<file path="src/rtl/alu_op_sequencer_pkg.sv">
// Shared definitions for the ALU operation sequencer: state codes, opcode
// constants, IR field positions, fault codes and opcode classification helpers.
package alu_op_sequencer_pkg;

    localparam int STATE_W = 4;

    localparam logic [STATE_W-1:0] ST_IDLE  = 4'd0;
    localparam logic [STATE_W-1:0] ST_T0    = 4'd1;
    localparam logic [STATE_W-1:0] ST_T1    = 4'd2;
    localparam logic [STATE_W-1:0] ST_T2    = 4'd3;
    localparam logic [STATE_W-1:0] ST_T3    = 4'd4;
    localparam logic [STATE_W-1:0] ST_T4    = 4'd5;
    localparam logic [STATE_W-1:0] ST_T5    = 4'd6;
    localparam logic [STATE_W-1:0] ST_T6    = 4'd7;
    localparam logic [STATE_W-1:0] ST_FAULT = 4'd8;

    localparam int OP_W = 5;

    localparam logic [OP_W-1:0] OP_ADD = 5'b00011;
    localparam logic [OP_W-1:0] OP_SUB = 5'b00100;
    localparam logic [OP_W-1:0] OP_AND = 5'b01001;
    localparam logic [OP_W-1:0] OP_OR  = 5'b01010;
    localparam logic [OP_W-1:0] OP_MUL = 5'b01110;
    localparam logic [OP_W-1:0] OP_DIV = 5'b01111;
    localparam logic [OP_W-1:0] OP_NEG = 5'b10000;
    localparam logic [OP_W-1:0] OP_NOT = 5'b10001;

    localparam int REG_IDX_W = 4;

    localparam int IR_OP_MSB = 31;
    localparam int IR_OP_LSB = 27;
    localparam int IR_RA_MSB = 26;
    localparam int IR_RA_LSB = 23;
    localparam int IR_RB_MSB = 22;
    localparam int IR_RB_LSB = 19;
    localparam int IR_RC_MSB = 18;
    localparam int IR_RC_LSB = 15;

    typedef enum logic [1:0] {
        FAULT_NONE    = 2'd0,
        FAULT_ILLEGAL = 2'd1,
        FAULT_TIMEOUT = 2'd2
    } fault_e;

    function automatic logic is_binary(input logic [OP_W-1:0] op);
        logic r;
        case (op)
            OP_ADD, OP_SUB, OP_AND, OP_OR, OP_MUL, OP_DIV: r = 1'b1;
            default:                                       r = 1'b0;
        endcase
        return r;
    endfunction

    function automatic logic is_unary(input logic [OP_W-1:0] op);
        logic r;
        case (op)
            OP_NEG, OP_NOT: r = 1'b1;
            default:        r = 1'b0;
        endcase
        return r;
    endfunction

    // MUL/DIV produce a 64-bit result and need the extra HI write-back step.
    function automatic logic is_muldiv(input logic [OP_W-1:0] op);
        return (op == OP_MUL) || (op == OP_DIV);
    endfunction

endpackage

</file>
<file path="src/rtl/reg_onehot_decoder.sv">
// Register index to one-hot enable decoder; all outputs low when disabled.
module reg_onehot_decoder #(
    parameter int NUM_REGS = 16,
    parameter int IDX_W    = 4
) (
    input  logic                i_en,
    input  logic [IDX_W-1:0]    i_idx,
    output logic [NUM_REGS-1:0] o_onehot
);

    genvar gi;
    generate
        for (gi = 0; gi < NUM_REGS; gi++) begin : g_bit
            assign o_onehot[gi] = i_en && (32'(i_idx) == gi);
        end
    endgenerate

endmodule

</file>
<file path="src/rtl/alu_op_sequencer.sv">
// Moore control sequencer for a single-bus datapath: fetch (T0-T2) then
// register/ALU steps (T3-T6), with memory-timeout and illegal-opcode faults.
module alu_op_sequencer
    import alu_op_sequencer_pkg::*;
#(
    parameter int OPCODE_W    = 5,
    parameter int NUM_REGS    = 16,
    parameter int MEM_TIMEOUT = 15
) (
    input  logic                Clock,
    input  logic                clear,
    input  logic                start,
    input  logic [31:0]         ir_in,
    input  logic                mem_ready,
    output logic                PCout,
    output logic                MARin,
    output logic                IncPC,
    output logic                Zin,
    output logic                Zlowout,
    output logic                Zhighout,
    output logic                PCin,
    output logic                Read,
    output logic                MDRin,
    output logic                MDRout,
    output logic                IRin,
    output logic                Yin,
    output logic                HIin,
    output logic                LOin,
    output logic [NUM_REGS-1:0] Rout,
    output logic [NUM_REGS-1:0] Rin,
    output logic [OPCODE_W-1:0] opcode,
    output logic                busy,
    output logic                done,
    output logic [1:0]          fault,
    output logic [15:0]         instr_count
);

    localparam int WAIT_W = (MEM_TIMEOUT < 2) ? 1 : $clog2(MEM_TIMEOUT + 1);

    logic [STATE_W-1:0]   r_state;
    logic [STATE_W-1:0]   w_state_next;
    logic [WAIT_W-1:0]    r_wait;
    logic [WAIT_W-1:0]    w_wait_next;
    logic [WAIT_W-1:0]    w_wait_inc;
    fault_e               r_fault;
    fault_e               w_fault_next;
    logic                 r_done;
    logic                 w_done_next;
    logic [15:0]          r_count;
    logic [15:0]          w_count_next;

    logic [OP_W-1:0]      w_op;
    logic [REG_IDX_W-1:0] w_ra;
    logic [REG_IDX_W-1:0] w_rb;
    logic [REG_IDX_W-1:0] w_rc;
    logic                 w_binary;
    logic                 w_unary;
    logic                 w_muldiv;
    logic                 w_range_ok;
    logic                 w_exec;
    logic                 w_rout_en;
    logic [REG_IDX_W-1:0] w_rout_idx;
    logic                 w_rin_en;
    logic                 w_unused_ir;

    assign w_op        = ir_in[IR_OP_MSB:IR_OP_LSB];
    assign w_ra        = ir_in[IR_RA_MSB:IR_RA_LSB];
    assign w_rb        = ir_in[IR_RB_MSB:IR_RB_LSB];
    assign w_rc        = ir_in[IR_RC_MSB:IR_RC_LSB];
    assign w_unused_ir = ^ir_in[IR_RC_LSB-1:0];

    assign w_binary = is_binary(w_op);
    assign w_unary  = is_unary(w_op);
    assign w_muldiv = is_muldiv(w_op);

    // A 4-bit index always fits a 16-entry file; narrower files must check it.
    generate
        if (NUM_REGS >= (1 << REG_IDX_W)) begin : g_full_file
            assign w_range_ok = 1'b1;
        end else begin : g_part_file
            assign w_range_ok = (32'(w_ra) < NUM_REGS) &&
                                (32'(w_rb) < NUM_REGS) &&
                                (!w_binary || (32'(w_rc) < NUM_REGS));
        end
    endgenerate

    assign w_wait_inc = r_wait + WAIT_W'(1);

    always_comb begin
        w_state_next = r_state;
        w_wait_next  = r_wait;
        w_fault_next = r_fault;
        w_done_next  = 1'b0;
        w_count_next = r_count;
        case (r_state)
            ST_IDLE: begin
                if (start) begin
                    w_state_next = ST_T0;
                    w_fault_next = FAULT_NONE;
                end
            end
            ST_T0: begin
                w_state_next = ST_T1;
                w_wait_next  = '0;
            end
            ST_T1: begin
                if (mem_ready) begin
                    w_state_next = ST_T2;
                    w_wait_next  = '0;
                end else if (w_wait_inc == WAIT_W'(MEM_TIMEOUT)) begin
                    w_state_next = ST_FAULT;
                    w_fault_next = FAULT_TIMEOUT;
                    w_wait_next  = '0;
                end else begin
                    w_wait_next = w_wait_inc;
                end
            end
            ST_T2: begin
                // Anything not a clean unary op goes through T3, where faults are raised.
                if (w_unary && w_range_ok) begin
                    w_state_next = ST_T4;
                end else begin
                    w_state_next = ST_T3;
                end
            end
            ST_T3: begin
                if (!(w_binary || w_unary) || !w_range_ok) begin
                    w_state_next = ST_FAULT;
                    w_fault_next = FAULT_ILLEGAL;
                end else begin
                    w_state_next = ST_T4;
                end
            end
            ST_T4: begin
                w_state_next = ST_T5;
            end
            ST_T5: begin
                if (w_muldiv) begin
                    w_state_next = ST_T6;
                end else begin
                    w_state_next = start ? ST_T0 : ST_IDLE;
                    w_done_next  = 1'b1;
                    w_count_next = r_count + 16'd1;
                end
            end
            ST_T6: begin
                w_state_next = start ? ST_T0 : ST_IDLE;
                w_done_next  = 1'b1;
                w_count_next = r_count + 16'd1;
            end
            ST_FAULT: begin
                w_state_next = ST_IDLE;
            end
            default: begin
                w_state_next = ST_IDLE;
            end
        endcase
    end

    always_ff @(posedge Clock) begin
        if (clear) begin
            r_state <= ST_IDLE;
            r_wait  <= '0;
            r_fault <= FAULT_NONE;
            r_done  <= 1'b0;
            r_count <= 16'd0;
        end else begin
            r_state <= w_state_next;
            r_wait  <= w_wait_next;
            r_fault <= w_fault_next;
            r_done  <= w_done_next;
            r_count <= w_count_next;
        end
    end

    always_comb begin
        PCout    = 1'b0;
        MARin    = 1'b0;
        IncPC    = 1'b0;
        Zin      = 1'b0;
        Zlowout  = 1'b0;
        Zhighout = 1'b0;
        PCin     = 1'b0;
        Read     = 1'b0;
        MDRin    = 1'b0;
        MDRout   = 1'b0;
        IRin     = 1'b0;
        Yin      = 1'b0;
        HIin     = 1'b0;
        LOin     = 1'b0;
        case (r_state)
            ST_T0: begin
                PCout = 1'b1;
                MARin = 1'b1;
                IncPC = 1'b1;
                Zin   = 1'b1;
            end
            ST_T1: begin
                Zlowout = 1'b1;
                Read    = 1'b1;
                MDRin   = 1'b1;
                // The wait counter is zero only on the first T1 cycle.
                PCin    = (r_wait == '0);
            end
            ST_T2: begin
                MDRout = 1'b1;
                IRin   = 1'b1;
            end
            ST_T3: begin
                Yin = 1'b1;
            end
            ST_T4: begin
                Zin = 1'b1;
            end
            ST_T5: begin
                Zlowout = 1'b1;
                LOin    = w_muldiv;
            end
            ST_T6: begin
                Zhighout = 1'b1;
                HIin     = 1'b1;
            end
            default: begin
            end
        endcase
    end

    assign w_exec     = (r_state == ST_T4) || (r_state == ST_T5) || (r_state == ST_T6);
    assign w_rout_en  = (r_state == ST_T3) || (r_state == ST_T4);
    assign w_rout_idx = ((r_state == ST_T4) && w_binary) ? w_rc : w_rb;
    assign w_rin_en   = (r_state == ST_T5) && !w_muldiv;

    reg_onehot_decoder #(
        .NUM_REGS (NUM_REGS),
        .IDX_W    (REG_IDX_W)
    ) u_rout_dec (
        .i_en     (w_rout_en),
        .i_idx    (w_rout_idx),
        .o_onehot (Rout)
    );

    reg_onehot_decoder #(
        .NUM_REGS (NUM_REGS),
        .IDX_W    (REG_IDX_W)
    ) u_rin_dec (
        .i_en     (w_rin_en),
        .i_idx    (w_ra),
        .o_onehot (Rin)
    );

    assign opcode      = w_exec ? OPCODE_W'(w_op) : '0;
    assign busy        = (r_state != ST_IDLE);
    assign done        = r_done;
    assign fault       = r_fault;
    assign instr_count = r_count;

endmodule

</file>
<file path="config.mk">
export PLATFORM = sky130hd
export DESIGN_NAME = alu_op_sequencer
export DESIGN_NICKNAME = d
export VERILOG_FILES = /design/src/rtl/alu_op_sequencer_pkg.sv /design/src/rtl/reg_onehot_decoder.sv /design/src/rtl/alu_op_sequencer.sv
export SDC_FILE = /design/constraint.sdc
export NUM_CORES = 1
export LEC_CHECK = 0
export CAP_MARGIN = 20
export CORE_UTILIZATION = 44
export CTS_CLUSTER_DIAMETER = 200
export DETAILED_ROUTE_END_ITERATION = 8
export PLACE_DENSITY = 0.86
export SYNTH_ARGS = -nofsm -noshare
export SYNTH_HDL_FRONTEND = slang
export SYNTH_SLANG_ARGS = --single-unit
</file>
<file path="constraint.sdc">
create_clock -name Clock -period 3.9 [get_ports Clock]
set_input_delay 0.585 -clock Clock [delete_from_list [all_inputs] [get_ports Clock]]
set_output_delay 0.585 -clock Clock [all_outputs]
set_load 0.05 [all_outputs]
</file>
Word-level counts from Yosys, hierarchy flattened
Index checks and enable logic that the tools add are counted.
Operators by class
  add/subtract/negate cells: 2
  equality and inequality tests: 52
  multiplexer cells: 33
  reduce and logical (&&, ||, !) cells: 55
Operator list (count)
  equality test 4 bit (second input constant): 17
  equality test 4 x 3 -> 1 bit (second input constant): 12
  logical AND 1 bit: 34
  one-hot mux 16 bit (2 select lines): 1
  one-hot mux 4 bit (8 select lines): 1
  two-way mux 4 bit: 7
  equality test 4 x 2 -> 1 bit (second input constant): 6
  equality test 5 x 4 -> 1 bit (second input constant): 4
  adder 16 x 1 -> 16 bit (second input constant): 1
  zero test 4 bit: 4
  two-way mux 16 bit: 1
  two-way mux 1 bit: 14
  equality test 4 x 1 -> 1 bit (second input constant): 3
  equality test 5 bit (second input constant): 2
  != test 2 bit (second input constant): 5
  two-way mux 2 bit: 4
  one-hot mux 4 bit (2 select lines): 1
  one-hot mux 2 bit (3 select lines): 1
  OR reduction 2 bit: 3
  OR reduction 6 bit: 1
  equality test 5 x 2 -> 1 bit (second input constant): 1
  equality test 5 x 3 -> 1 bit (second input constant): 1
  logical OR 1 bit: 5
  two-way mux 5 bit: 1
  other kinds (10): 12
Word-level totals
  flip-flop bits (word level): 27
  input port bits: 36
  output and inout port bits: 71
  word-level logic and storage cells: 147

Depth between registers and ports, before layout
Gate-level depths: netlist of the first run.
  word-level depth: 7
  mapped depth: 8
  mapped depth without buffers: 7

Modules after synthesis
A second synthesis of the first run with hierarchy kept.
Unflattened totals
  cells, all modules: 254
  area, all modules: 1930.6 um^2
Modules (own cells, without submodules)
  alu_op_sequencer: times used 1, cells each 208, area each 1695.4 um^2, sequential area each 540.5 um^2
  reg_onehot_decoder: times used 2, cells each 23, area each 117.6 um^2, sequential area each 0.0 um^2

Least setup slack after synthesis of the first run
OpenSTA, ideal clock, no wires.
  kind: input port to output port
  start point: input port ir_in[30]
  end point: output port Rout[12]
  data arrival time: 3.211 ns
  path slack: 0.104 ns
  cell stages on the path: 6
  path buffers: 2
  path through: buf_4 > nor3b_2 > o21ai_1 > a2111o_1 > buf_2 > o41ai_1
Between the ends
  word-level cells in the longest chain between the ends: 7
  elaborated cells on any way between the ends: 12
  classes of those cells: eq/ne (7); mux (2); reduce/logical (3)
RTL lines
  start: declaration: RTL line alu_op_sequencer.sv:13  | input logic [31:0] ir_in,
  equality test 5 x 4 -> 1 bit, or another cell as far along: RTL line alu_op_sequencer_pkg.sv:47  | case (op)
  OR reduction 6 bit (*): RTL line alu_op_sequencer_pkg.sv:47
  two-way mux 1 bit (*): RTL line alu_op_sequencer_pkg.sv:47
  logical AND 1 bit (*): RTL line alu_op_sequencer.sv:230  | assign w_rout_idx = ((r_state == ST_T4) && w_binary) ? w_rc : w_rb;
  two-way mux 4 bit (*): RTL line alu_op_sequencer.sv:230
  equality test 4 bit (*): RTL line reg_onehot_decoder.sv:14  | assign o_onehot[gi] = i_en && (32'(i_idx) == gi);
  logical AND 1 bit (*): RTL line reg_onehot_decoder.sv:14
  end: declaration: RTL line alu_op_sequencer.sv:29  | output logic [NUM_REGS-1:0] Rout,
Mark *: on every way between the ends. The rest lies on a longest branch, timed or not.

Worst setup path in the final report of the first run
  start point: input port ir_in[28]
  end point: output port Rout[1]
Between the ends
  word-level cells in the longest chain between the ends: 7
  elaborated cells on any way between the ends: 12
  classes of those cells: eq/ne (7); mux (2); reduce/logical (3)
RTL lines (RTL line)
  equality test 5 x 4 -> 1 bit, or another cell as far along: alu_op_sequencer_pkg.sv:47
  OR reduction 6 bit (*): alu_op_sequencer_pkg.sv:47
  two-way mux 1 bit (*): alu_op_sequencer_pkg.sv:47
  logical AND 1 bit (*): alu_op_sequencer.sv:230
  two-way mux 4 bit (*): alu_op_sequencer.sv:230
  equality test 4 x 1 -> 1 bit (*): reg_onehot_decoder.sv:14
  logical AND 1 bit (*): reg_onehot_decoder.sv:14
Marked as above.

==> results of run 1 <==
## stage by stage
step           hold slack [ns]  instances  power (mW)
5_1_grt                  0.496        443        1.07
6_report                 0.476        443        1.01
3_5_place_dp             0.459        439       0.855
2_1_floorplan            0.486        297       0.717
4_1_cts                  0.476        443        1.02
3_3_place_gp             0.462        439       0.849
## cells in the mapped netlist (4+ instances only)
master / n / share of area, %
nand3_1: 15 / 3.4
nor3_1: 10 / 2.3
buf_2: 5 / 1.1
nor2b_1: 6 / 1.7
nor2_1: 54 / 9.2
o31ai_1: 8 / 2.7
ha_1: 4 / 2.3
nand4_1: 11 / 3.1
dfxtp_1: 27 / 25
or3_1: 8 / 2.3
buf_1: 4 / 0.68
nand2b_1: 8 / 2.3
inv_1: 12 / 2.1
o21ai_0: 4 / 0.91
nand2_1: 26 / 4.5
o41ai_1: 7 / 2.8
xor2_1: 12 / 4.8
a21oi_1: 8 / 1.8
clkbuf_1: 6 / 1.0
buf_4: 6 / 2.1
and3_1: 4 / 1.1
## cells by family (layout without fill, tap and decap cells)
group / after synthesis / count (layout) / synth area share, %
and+or+nand+nor: 162 / 162 / 38.2
AOI/OAI and AO/OA: 52 / 52 / 19.8
buffers and inverters: 36 / 115 / 8.16
DFF: 27 / 27 / 24.7
xor gates and xnor gates: 14 / 14 / 5.94
adders and majority gates: 4 / 4 / 2.28
muxes: 2 / 2 / 0.970
## path summary, 6_finish.rpt
path                                 start         endpoint  slack, ns  cells past startpoint
worst max-delay path             ir_in[28]          Rout[1]       0.27                      7
worst max register to register  r_state[2]  instr_count[12]       1.75                      5
worst min register to register    fault[0]         fault[0]       0.48                      2
worst min-delay path              fault[0]         fault[0]       0.48                      2
## routing by layer
layer / share of wire (%) / up-vias / track usage, %
li1: - / 1232 / -
met1: 43 / 1156 / 28.2
met2: 49 / 94 / 38.0
met3: 6.8 / 5 / 3.04
met4: 1.0 / 0 / 8.28
met5: 0 / - / 0
## report_power, final
group          internal, mW  total, mW  switching, mW
registers             0.290      0.330         0.0398
logic                 0.181      0.522          0.341
clock network        0.0727      0.162         0.0897
## flip-flops by register name (all words and copies together) (netlist names)
name,flops
done,1
fault,2
instr_count,16
r_state,4
r_wait,4
## worst reg2reg max path: stages, from the launching register on
cell and delay (ns):
dfxtp_1 0.67, nand3b_1 0.33, a21oi_2 0.38, nand2_1 0.20
or3_1 0.35, a21oi_1 0.15
## cell type report
| cell class | instances | area, um2 |
|---|---|---|
| multi-input combinational | 234 | 1470 |
| clock buffer | 3 | 41.3 |
| clock inverter | 1 | 7.51 |
| tap | 67 | 83.8 |
| inverter | 13 | 48.8 |
| sequential | 27 | 541 |
| timing repair buffer | 98 | 1100 |
| fill | 416 | 1460 |
==> summary.txt, run 1 <==
Timing
  – Period utilisation layout: 92.9%
  – TNS Setup: 0 ns
  – Post-layout min period: 3.63 ns
  – Setup Skew: between 0.001 and 0.0015 ns
  – Fmax: approximately 280 MHz
  – RSZ-0062 raised after global routing: false
  – Hold Vio Cnt, Final: 0
  – Worst Tran Pin Value: 0.567 ns
  – Final setup viols: 0
  – Setup ws final: 0.275 ns
  – Rel. slew slack: 62.0%
  – Max Slew Vio Count: 0

Outcome
  – Status: complete, no violations

Clocking
  – CTS tree: built
  – H-tree depth: 1
  – CTS buffer count: 3
  – Clk sink count: 27
  – Hold buffer count at CTS: 0
  – Worst-Skew Late Latency: 0.28 ns
  – Reg clk slew, reported paths: 0.09 ns
  – Post-CTS Setup Inserts: 0
  – Clock root buffer: clkbuf_8
  – Clock buffer depth: 2
  – Post-CTS sizing: 0

Yosys
  – Sequential share of the synthesized area: about a quarter
  – Mapped Avg Cell Area: 7.38 um2
  – Register bit total from synthesis: 27
  – Yosys warnings: 0
  – Synth async-reset ratio: 0%
  – Synth cell types: 58
  – Net Count, Synth: 337
  – Post-Syn Area: 0.00219 mm2
  – Gate Count Post-Synth: just under 300
  – Top FF cell, synth: dfxtp_1
  – EDFF count, synth: 0

Detailed routing
  – Vias/cell: approximately 5.6
  – Routed wire length: 5.93 mm
  – First-pass detailed-route iteration total: 4
  – Drt first-iter violations: 154
  – Vias: around 2500
  – DR WL/cell: 13.4 um
  – Detail Route Antenna Nets: 0
  – DRC: 0

Critical path
  – Family with the most delay on the worst path: compound AO/OA/AOI/OAI gates
  – Worst EP required: 3.31 ns
  – Crit. End Element: output pin
  – Number of buffers and inverters on the critical path: 3
  – Critical path class: in -> out
  – Crit path max fanout: 19
  – Crit path arrival time: 3.04 ns
  – Largest stage delay, worst path: 0.69 ns
  – Critical Path Slowest Stage Cell: clkdlybuf4s50_1
  – CP cell instances: clkdlybuf4s50_1, xor2_2, a31oi_2, a2111o_1, o41ai_1, buf_4, buf_12
  – CP Launch Type: input pin

GRT
  – Global-route wire length before repair: between 9 and 10 mm
  – Initial antenna violation count: 0
  – Largest net degree at the start of global routing: 27
  – Overflow after GRT: 0
  – GR Util All Layers: 22.1%
  – Vias in the first global route: 2147

Power and ir drop
  – Maximum vdd drop: 0.192 mV
  – Leak Pwr: 1.15 nW
  – Power per standard cell area: 308 mW/mm2

Cells and area
  – Fin util: 69.3%
  – Post-Layout Inst Area: between 0.003 and 0.004 mm2
  – N_diodes: 0
  – Most frequent cells in the layout: clkdlybuf4s50_1 (75), nor2_1 (54), dfxtp_1 (27)
  – Area growth syn-to-layout: 50.2%
  – Commonest non-fill, non-tap cell in the layout: clkdlybuf4s50_1
  – Fraction of layout cells with a size suffix above 1: between 10% and 20%
  – Fin nets: 417

Placement
  – Post-DP HPWL: between 4 and 5 mm
  – Placed Area: 0.00324 mm2
  – Pre-CTS setup slack: 0.314 ns
  – Routability Congestion: 0.845
  – I/O Buffers: 91

Floorplan
  – DIE AREA: 0.00527 mm2
  – Core outline area: ~0.0048 mm2
  – Cell row count: 25
  – Starting density of the core: 46.1%
  – Die width: 72.6 um
  – Die extent in y: around 73 um
  – Io pins: 107

Flow run
  – Max-cap viol count: 0

Worst hold path
  – Min-delay worst type: reg -> reg
No activity file was read; power rests on OpenSTA's default activity.
==> run 2: changes to the inputs <==
--- a/config.mk
+++ b/config.mk
@@ -13,3 +13,4 @@
 export SYNTH_ARGS = -nofsm -noshare
 export SYNTH_HDL_FRONTEND = slang
 export SYNTH_SLANG_ARGS = --single-unit
+export TNS_END_PERCENT = 20
==> results of run 2 <==
The final DEF is identical to that of run 1; final timing and power are the same.
